<file path="src/rtl/base_stream_packer.sv">
// rtl/base_stream_packer.sv - deserialises a framed 2-bit base stream into one packed word with valid/ready output.
// Optional build macro BSP_STRICT_EN: i_start during a frame drops that frame and flags o_err instead of restarting.
module base_stream_packer #(
  parameter int NUM_PE = 64,
  parameter int BASE_W = 2,
  parameter int LEN_W  = 7
) (
  input  logic                     i_clk,
  input  logic                     i_rst,
  input  logic                     i_start,
  input  logic                     i_stop,
  input  logic [BASE_W-1:0]        i_A,
  output logic [NUM_PE*BASE_W-1:0] o_B,
  output logic [LEN_W-1:0]         o_len,
  output logic                     o_valid,
  input  logic                     i_ready,
  output logic                     o_busy,
  output logic                     o_err
);

  localparam int WORD_W = NUM_PE * BASE_W;

  typedef enum logic {IDLE, RECV} state_t;

  state_t            state_q, state_d;
  logic [WORD_W-1:0] buf_q, buf_d;
  logic [LEN_W-1:0]  cnt_q, cnt_d;
  logic [WORD_W-1:0] out_q, out_d;
  logic [LEN_W-1:0]  len_q, len_d;
  logic              valid_q, valid_d;
  logic              err_q, err_d;
  logic [LEN_W-1:0]  slot;

  always_comb begin
    state_d = state_q;
    buf_d   = buf_q;
    cnt_d   = cnt_q;
    out_d   = out_q;
    len_d   = len_q;
    valid_d = valid_q & ~i_ready;
    err_d   = 1'b0;
    slot    = cnt_q;
`ifdef BSP_STRICT_EN
    if (state_q == RECV && i_start) begin
      state_d = IDLE;
      cnt_d   = '0;
      err_d   = 1'b1;
    end else
`endif
    if (i_start || state_q == RECV) begin
      // A start always opens a clean buffer so unfilled slots read back as 0.
      if (i_start) begin
        buf_d = '0;
        slot  = '0;
      end
      for (int k = 0; k < NUM_PE; k++) begin
        if (slot == LEN_W'(k)) buf_d[k*BASE_W +: BASE_W] = i_A;
      end
      cnt_d = slot + 1'b1;
      if (i_stop || cnt_d == LEN_W'(NUM_PE)) begin
        state_d = IDLE;
        // Output register still owned by downstream: the new frame is lost.
        if (valid_q && !i_ready) begin
          err_d = 1'b1;
        end else begin
          out_d   = buf_d;
          len_d   = cnt_d;
          valid_d = 1'b1;
        end
      end else begin
        state_d = RECV;
      end
    end
  end

  always_ff @(posedge i_clk) begin
    if (i_rst) begin
      state_q <= IDLE;
      buf_q   <= '0;
      cnt_q   <= '0;
      out_q   <= '0;
      len_q   <= '0;
      valid_q <= 1'b0;
      err_q   <= 1'b0;
    end else begin
      state_q <= state_d;
      buf_q   <= buf_d;
      cnt_q   <= cnt_d;
      out_q   <= out_d;
      len_q   <= len_d;
      valid_q <= valid_d;
      err_q   <= err_d;
    end
  end

  assign o_B     = out_q;
  assign o_len   = len_q;
  assign o_valid = valid_q;
  assign o_busy  = (state_q == RECV);
  assign o_err   = err_q;

endmodule

</file>
<file path="config.mk">
export PLATFORM = sky130hd
export DESIGN_NAME = base_stream_packer
export DESIGN_NICKNAME = d
export VERILOG_FILES = /design/src/rtl/base_stream_packer.sv
export SDC_FILE = /design/constraint.sdc
export NUM_CORES = 1
export LEC_CHECK = 0
export ABC_AREA = 1
export CAP_MARGIN = 20
export CORE_MARGIN = 3
export CORE_UTILIZATION = 45
export CTS_CLUSTER_DIAMETER = 40
export CTS_CLUSTER_SIZE = 8
export DETAILED_ROUTE_END_ITERATION = 8
export GPL_TIMING_DRIVEN = 0
export PLACE_DENSITY = 0.66
export SYNTH_ARGS = -nofsm -noshare
export SYNTH_HDL_FRONTEND = slang
export SYNTH_SLANG_ARGS = --single-unit
</file>
<file path="constraint.sdc">
create_clock -name i_clk -period 3.7 [get_ports i_clk]
set_input_delay 0.555 -clock i_clk [delete_from_list [all_inputs] [get_ports i_clk]]
set_output_delay 0.555 -clock i_clk [all_outputs]
set_load 0.05 [all_outputs]
</file>
==> flow_metrics.env <==
export IMPL_antenna_left=0
export IMPL_synthesis_nets=1887
export IMPL_ctsRootBufferMaster="clkbuf_16"
export IMPL_post_place_cells=2390
export IMPL_final_cells=2454
export IMPL_syn_inst=1876
export IMPL_dr_wl_met2_mm=19.5
export IMPL_drc_errors=0
export IMPL_overflow=0
export IMPL_synthDistinctLibCells=28
export IMPL_die_y_um=174
export IMPL_drt_iter0_markers=1123
export IMPL_clock_tree_buffer_depth=3
export IMPL_nets=2075
export IMPL_antenna_found_initial=0
export IMPL_p_leak_nw=7.02
export IMPL_firstDrtPassIters=5
export IMPL_drv_cap=0
export IMPL_crit_required_ns=4.13
export IMPL_hold_class="reg -> reg"
export IMPL_cts_sinks=273
export IMPL_drive_gt1_frac=0.0639
export IMPL_io_pins=145
export IMPL_routedWlPerCell_um=17.4
export IMPL_cts_made_buffers=44
export IMPL_synth_edf_count=0
export IMPL_timing_final_crit_share=0.964
export IMPL_fp_dieW_um=174
export IMPL_synth_area_per_cell_sq_um=6.75
export IMPL_num_vias=13000
export IMPL_vias_per_cell=5.32
export IMPL_grt_setup_unrepaired="no"
export IMPL_netlist_area_sq_um=12700
export IMPL_htreeDepth=2
export IMPL_start_kind="input pin"
export IMPL_num_antenna_cells=0
export IMPL_p_int_mw=5.89
export IMPL_setup_viol=0
export IMPL_drv_slew=0
export IMPL_clk_pin_slew_ns=0.05
export IMPL_min_period_ns=3.57
export IMPL_area_growth_pct=25.4
export IMPL_grt_pass1_wl_mm=67.1
export IMPL_grt_pass1_vias=12300
export IMPL_min_path_cells=2
export IMPL_synth_common_cells="nand2_1 (374), nor2_1 (327), dfxtp_1 (273)"
export IMPL_drt_total_wl_mm=42.8
export IMPL_ctsHoldBuffers=0
export IMPL_timing_slew_headroom=0.318
export IMPL_port_buffers=141
export IMPL_ys_ff_latch=273
export IMPL_met1Wirelength_mm=18.5
export IMPL_seq_area_sq_um=5470
export IMPL_async_reset_ff_frac=0
export IMPL_power_frac_seq=0.385
export IMPL_swShare=0.294
export IMPL_yosys_cell_count_top_type="nand2_1"
export IMPL_max_freq_mhz=280
export IMPL_ys_top_cells_by_area="dfxtp_1 (43%), nand2_1 (11%), nor2_1 (9.7%)"
export IMPL_yosysWarnings=0
export IMPL_wl_met3_mm=3.32
export IMPL_critPathMaxFanout=10
export IMPL_gp_congestion=0.946
export IMPL_cts_tree="yes"
export IMPL_grtUsageTotal=0.275
export IMPL_yosysSeqAreaShare=0.432
export IMPL_reg2regPathDepth=7
export IMPL_multiInputGateArea_sq_um=5970
export IMPL_top_layer="met4"
export IMPL_core_sq_um=27300
export IMPL_cp_end_kind="flip-flop"
export IMPL_hold_violations=0
export IMPL_num_rows=60
export IMPL_clk_latency_ns=0.54
export IMPL_num_fill_cells=2689
export IMPL_worstPathArrival_ns=4.00
export IMPL_start_util=0.463
export IMPL_dieArea_sq_um=30200
export IMPL_status="finished clean"
export IMPL_dpl_hpwl_mm=30.2
export IMPL_powerDensity_nw_per_um2=526
export IMPL_critPathKind="in -> reg"
export IMPL_synth_ff_type="dfxtp_1"
export IMPL_finClkSkew_ns=0.0309
export IMPL_clkPwrFrac=0.443
export IMPL_fin_area_sq_um=15900
export IMPL_max_slew_worst_pin_slew_ns=1.02
export IMPL_irDropWorstVdd_mv=0.329
export IMPL_power_frac_comb=0.172
export IMPL_yosysTopAreaCellShare=0.432
export IMPL_switching_power_mw=2.46
export IMPL_place_area_sq_um=14600
export IMPL_grt_max_degree=12
export IMPL_synth_area_leader_cell="dfxtp_1"
cell usage in the layout, fill, tap and decap left out, types with 24 or more instances in the layout:
master | Yosys | final
a21oi_1 | 145 | 145
buf_2 | 31 | 27
clkbuf_1 | 79 | 83
clkbuf_16 | 0 | 44
clkdlybuf4s50_1 | 0 | 141
dfxtp_1 | 273 | 273
inv_1 | 155 | 155
nand2_1 | 374 | 373
nand3_1 | 149 | 149
nand3b_1 | 61 | 61
nor2_1 | 327 | 325
o211ai_1 | 24 | 24
o21ai_0 | 132 | 132
o21ai_1 | 48 | 48
power groups by stage:
stage | clock network, mW | registers, mW | logic (mW)
3_5_place_dp | 0 | 3.27 | 1.42
3_3_place_gp | 0 | 3.26 | 1.41
4_1_cts | 3.74 | 3.21 | 1.43
5_1_grt | 3.89 | 3.23 | 1.55
2_1_floorplan | 0 | 3.62 | 0.591
6_report | 3.70 | 3.21 | 1.44
metal layers:
metal  global-route usage  vias up
met4               0.0968        0
met2                0.450      488
li1                     -     6415
met5                    0        -
met1                0.368     6044
met3               0.0458       98
timing repair:
action	4_1_cts	5_1_grt
pin swaps	0	0
setup endpoints to repair	200	114
buffers inserted	0	0
gates resized for setup	5	10
cloned	0	0
worst paths after layout:
path                            slack, ns   endpoint      start
worst max-delay path                 0.13    o_B[31]    i_start
worst min-delay path                 0.46  buf_q[23]  buf_q[23]
worst max register to register       0.40    o_B[28]     o_busy
worst min register to register       0.46  buf_q[23]  buf_q[23]
layout make-up:
cell class | count | share of cell area
clock inverters | 7 | 0.00496
flip-flops and latches | 273 | 0.344
repair buffers | 142 | 0.0896
clock buffers | 57 | 0.0768
inverters | 164 | 0.0388
multi-input cells | 1300 | 0.376
well taps | 372 | 0.0293
plain buffers | 139 | 0.0404
kinds of logic after synthesis:
logic type | synth area share
compound gates | 0.152
fa+ha+maj | 0.00395
buf+inv | 0.0979
flops | 0.432
simple gates | 0.315
flip-flops by register name (all words and copies together) (netlist names):
register  flops
o_err         1
buf_q       128
o_valid       1
o_B         128
o_busy        1
cnt_q         7
o_len         7
worst max-delay path: stages:
cell and delay [ns]:
clkdlybuf4s50_1 0.54, inv_2 0.13, buf_6 0.16, buf_4 0.24, buf_4 0.24, nand2_1 0.12
inv_1 0.17, ha_2 0.25, nand4_2 0.16, inv_2 0.15, nand3_2 0.14, nand2_2 0.15
nand3_1 0.10, nand2_2 0.10, buf_6 0.21, buf_4 0.21, nand3_1 0.18, nand2_1 0.12
nor2_1 0.04
per-stage QoR:
step	total power, mW	hold slack, ns	utilization	setup slack (ns)	setup TNS, ns
2_1_floorplan	4.21	0.446	-	0.861	0
3_3_place_gp	4.67	0.452	0.532	-1.09	-201.03
3_5_place_dp	4.69	0.458	0.533	-1.08	-199.95
4_1_cts	8.38	0.466	0.580	0.0737	0
5_1_grt	8.67	0.473	0.581	0.0120	0
6_report	8.35	0.464	0.581	0.135	0
Note: power is estimated with default switching activity, not from simulation.
==> variant 1: new RTL, same settings <==
Add a define of `BSP_STRICT_EN`.
--- a/src/rtl/base_stream_packer.sv
+++ b/src/rtl/base_stream_packer.sv
@@ -2,2 +2,4 @@
 // Optional build macro BSP_STRICT_EN: i_start during a frame drops that frame and flags o_err instead of restarting.
+`define BSP_STRICT_EN
+
 module base_stream_packer #(
Check against the original RTL: not equivalent (a bounded check fails within 4 cycles, from zero or initial values and one cycle with i_rst high).
==> variant 1 against the unedited design <==
Critical path depth decreased by 2. Worst setup slack improved by 340 ps. Area after synthesis increased by 2.0%. Wire length decreased by 7.9%. Final area increased by 2.5%. Combinational power increased by 38%. Power increased by 13%. Sequential cell count unchanged. Critical path type unchanged.
==> variant 1: results (changes against the unedited design) <==
[run_status]
status = completed

[worst_hold_path]
hold_end = o_B[35]
hp-start = o_B[35]

[synthesis]
yosysSeqAreaShare_pct = 42.3  ; -0.86 points
synthTopCellsByCount = nor2_1 (342), nand2_1 (282), dfxtp_1 (273)
synth_fp_nets = 1910  ; +1.2%
yosysWarnings = 0  ; unchanged

[global_route]
grt_use_total_pct = 24.9  ; -2.6 points
grt_start_max_net_pins = 29  ; +17
grt_pass1_vias = 12269  ; +0.065%
use_met3_pct = 3.85  ; -0.73 points
grt_util_met1_pct = 33.0  ; -3.8 points
grt.met2_usage_pct = 40.6  ; -4.4 points
grt_pass1_wl_mm = 62.8  ; -6.5%

[place]
numPortBuffers = 143  ; +1.4%
pre_cts_ws_ps = -1180  ; -105 ps
hpwl_mm = 27.4  ; -9.3%
gp_congestion = 0.945  ; about the same

[cells_and_area]
drive_gt1_share_pct = 5.21  ; -1.2 points
final_nets = 2101  ; +1.3%
n_fill_cell = 2739  ; +1.9%

[detailed_routing]
routed_wirelength_mm = 39.4  ; -7.9%
num_vias = 13022  ; -0.18%
drt_iter0_drc = 1233  ; +9.8%

[power_and_ir_drop]
switching_share_pct = 30.8  ; +1.4 points
ir_worst_vdd_uv = 431  ; +31%
p_leak_nw = 7.31  ; +4.2%

[setup_path]
reg2reg_slack_ps = 640  ; +240 ps
critPathMaxStageDelay_ps = 310  ; -230 ps
arrival_ps = 3670  ; -330 ps
cp_slowest_cell = buf_4
r2r_end = o_B[24]

[timing]
fin_skew_ps = 19.4  ; -11.5 ps
worstMarginPinSlew_ps = 1050  ; +31.8 ps

[clock_network]
cts_made_buffers = 47  ; +6.8%

## variant 1: cell types whose count changed after synthesis, sizes merged, moves of 10 or more
cell	before	now
nor2	330	344
nand3b	61	77
o22ai	13	0
o211ai	24	53
a31oi	6	16
nand2	378	284
nand3	151	169
inv	163	187
clkbuf	79	92
## variant 1: tightest hold or removal path, delay by kind of cell (launching register included)
family          cells  cell delay (ps)
flops               1              320
simple gates        1               80
compound gates      1               40
## variant 1: metrics by stage
stage / cells / cell area [µm²] / TNS [ps]
final: 2491 / 16300 / 0
after CTS: 2490 / 16300 / 0
after global routing: 2491 / 16300 / 0
after global placement: 2418 / 14800 / -235260
after detailed placement: 2418 / 14800 / -232700
after floorplan: 1897 / 12900 / 0
## variant 1: cell type report
class	count	area, µm²	share of cell area (%)
clock buffer	64	1330	8.18
inverter	187	707	4.34
timing repair inverter	1	5.00	0.0307
tap	378	473	2.91
timing repair buffer	143	1430	8.81
clock inverter	10	114	0.699
sequential	273	5470	33.6
multi-input combinational	1290	6100	37.5
buffer	145	649	3.99
## variant 1: what timing repair did
item | CTS | global route
hold buffers | 0 | 0
hold endpoints to repair | 0 | 0
gates cloned | 0 | 1
setup endpoints to repair | 248 | 138
resized for setup | 2 | 4
## variant 1: logic make-up (layout without fill, tap and decap cells)
| kind of cell | count (synthesis) | after routing | synth area share [%] |
|---|---|---|---|
| adders and majority gates | 6 | 6 | 0.581 |
| AOI/OAI and AO/OA | 407 | 407 | 17.0 |
| buffers and inverters | 334 | 550 | 10.5 |
| and+or+nand+nor | 877 | 877 | 29.7 |
| DFF | 273 | 273 | 42.3 |
## variant 1: power by group through the flow
| stage | registers, mW | logic [mW] | clock network (mW) |
|---|---|---|---|
| floorplan | 3.88 | 0.955 | 0 |
| global placement | 3.45 | 1.94 | 0 |
| detailed placement | 3.45 | 1.97 | 0 |
| CTS | 3.40 | 1.98 | 4.06 |
| global route | 3.44 | 2.19 | 4.21 |
| finish | 3.41 | 1.99 | 4.00 |
## variant 1: worst max-delay path by stage
| stage | to | slack (ps) | start |
|---|---|---|---|
| after floorplan | o_B[93] | 780 | i_start |
| after global placement | o_B[89] | -1200 | i_start |
| after detailed placement | o_B[89] | -1180 | i_start |
| after CTS | o_B[89] | 20 | i_start |
| after global routing | o_B[89] | 270 | i_start |
| final | o_err | 480 | i_start |
## variant 1: layer usage
| metal | share of wire (%) | wire length (µm) |
|---|---|---|
| met1 | 44 | 17200 |
| met2 | 46 | 18100 |
| met3 | 7.2 | 2820 |
| met4 | 3.3 | 1300 |
| met5 | 0 | 0 |
==> variant 2: new RTL, same flow settings <==
Without the edit above. Remove the register `err_q`: a continuous assignment takes its place, so the output `o_err` follows one clock earlier.
--- a/src/rtl/base_stream_packer.sv
+++ b/src/rtl/base_stream_packer.sv
@@ -83,3 +83,2 @@
       valid_q <= 1'b0;
-      err_q   <= 1'b0;
     end else begin
@@ -91,5 +90,6 @@
       valid_q <= valid_d;
-      err_q   <= err_d;
     end
   end
+
+  assign err_q = err_d;
 
Formal check against the unedited RTL: not equivalent (Yosys sat finds a counterexample within 4 cycles, from zero or initial values and one cycle with i_rst high).
==> variant 2 against the unedited design <==
Maximum frequency decreased by 0.28%. Sequential cell count decreased by 1. Final area decreased by 1.1%. Non-clock buffer count decreased by 14. Die area decreased by 1.3%. Hold slack got worse by 2.9 ps. Clock power decreased by 4%. Wire length decreased by 16%. Worst setup slack got worse by 10 ps. Power decreased by 2.5%. Area after synthesis decreased by 1.3%. Utilization decreased by 0.14 points. Critical path type is now in -> out.
==> variant 2: results (changes against the unedited design) <==
[cells_and_area]
fin_util_pct = 58.0  ; -0.14 points
clock_area_share_pct = 7.94  ; -0.24 points
nMultiInputCombCells = 1302  ; +0.15%
nonClkBufAreaFrac_pct = 13.1  ; +0.069 points
finalNonFillerCells = 2529  ; +3.1%
n_all_buffers = 267  ; -5.0%
multi_input_area_share_pct = 35.3  ; -2.3 points
seq_cells = 272  ; -0.37%
n_clock_buffer = 56  ; -1.8%
n_fill_cell = 2662  ; -1.0%
drive_gt1_share_pct = 5.33  ; -1.1 points
seqCellArea_mm2 = 0.00545  ; -0.37%
num-nonclk-inverters = 253  ; +54%
final_nets = 2151  ; +3.7%

[synthesis]
synth_compound_area_share_pct = 12.0  ; -3.2 points
synth_fa_ha_area_share_pct = 0.401  ; +0.0053 points
netlist_instances = 1946  ; +3.7%
synth_area_leaders = dfxtp_1 (44%), nor2_1 (15%), nand2_1 (11%)
yosysSeqAreaShare_pct = 43.6  ; +0.42 points
yosysWarnings = 0  ; unchanged
synth_fp_nets = 1957  ; +3.7%
synthTopCellsByCount = nor2_1 (486), nand2_1 (370), dfxtp_1 (272)
ys_types = 23  ; -18%

[clock_network]
cts_made_buffers = 44  ; unchanged
cts_root_buf = clkbuf_16
post_cts_buffers = 6  ; +6
clk_latency_ps = 520  ; -20 ps
htree_levels = 2  ; unchanged
ctsResizeCount = 15  ; +10

[global_route]
grt_pass1_vias = 11874  ; -3.2%
grt_pass1_wl_mm = 58.0  ; -14%
grt_use_total_pct = 23.2  ; -4.3 points
grt_start_max_net_pins = 20  ; +8

[place]
gp_congestion = 0.889  ; -6.0%
pre_cts_ws_ps = -2090  ; -1010 ps
numPortBuffers = 144  ; +2.1%
dpl_cell_area_mm2 = 0.0144  ; -1.0%
hpwl_mm = 24.5  ; -19%
dp.cells = 2462  ; +3.0%

[detailed_routing]
drt_iter0_drc = 814  ; -28%
routed_wirelength_mm = 35.8  ; -16%
vias_per_cell = 4.90  ; -7.8%

[power_and_ir_drop]
p_leak_nw = 7.75  ; +10%
ir_worst_vdd_uv = 300  ; -8.8%
combinationalPowerShare_pct = 16.7  ; -0.5 points
intPower_mw = 5.80  ; -1.6%
p_switching_mw = 2.34  ; -4.7%

[timing]
worstMarginPinSlew_ps = 961  ; -61.3 ps
fin_skew_ps = 8.73  ; -22.2 ps

[run_status]
status = completed

[setup_path]
arrival_ps = 3020  ; -980 ps

variant 2: critical path, cell delays in order:
cell           delay [ps]
dlygate4sd2_1         320
inv_2                 130
clkbuf_4              250
nand2_1               130
inv_2                 130
ha_2                  230
nand4_1               230
inv_2                 150
nand2_1               130
nand2_1               130
nand3_1               140
nand2_4               100
nand2_1                70
nor2_2                120
buf_4                 210
variant 2: path summary, 6_finish.rpt:
path | start | to | slack (ps) | depth (start not counted)
setup / recovery | i_start | o_err | 120 | 15
hold / removal | o_len[6] | o_len[6] | 460 | 2
setup reg to reg | cnt_q[0] | o_B[7] | 890 | 15
hold reg to reg | o_len[6] | o_len[6] | 460 | 2
variant 2: routing by layer:
| metal | track usage [%] | routed length, µm | vias to the layer above |
|---|---|---|---|
| met5 | 0 | 0 | - |
| met4 | 8.72 | 1280 | 0 |
| met3 | 4.30 | 2200 | 94 |
| met2 | 38.4 | 16100 | 356 |
| met1 | 30.2 | 16300 | 5557 |
| li1 | - | - | 6392 |
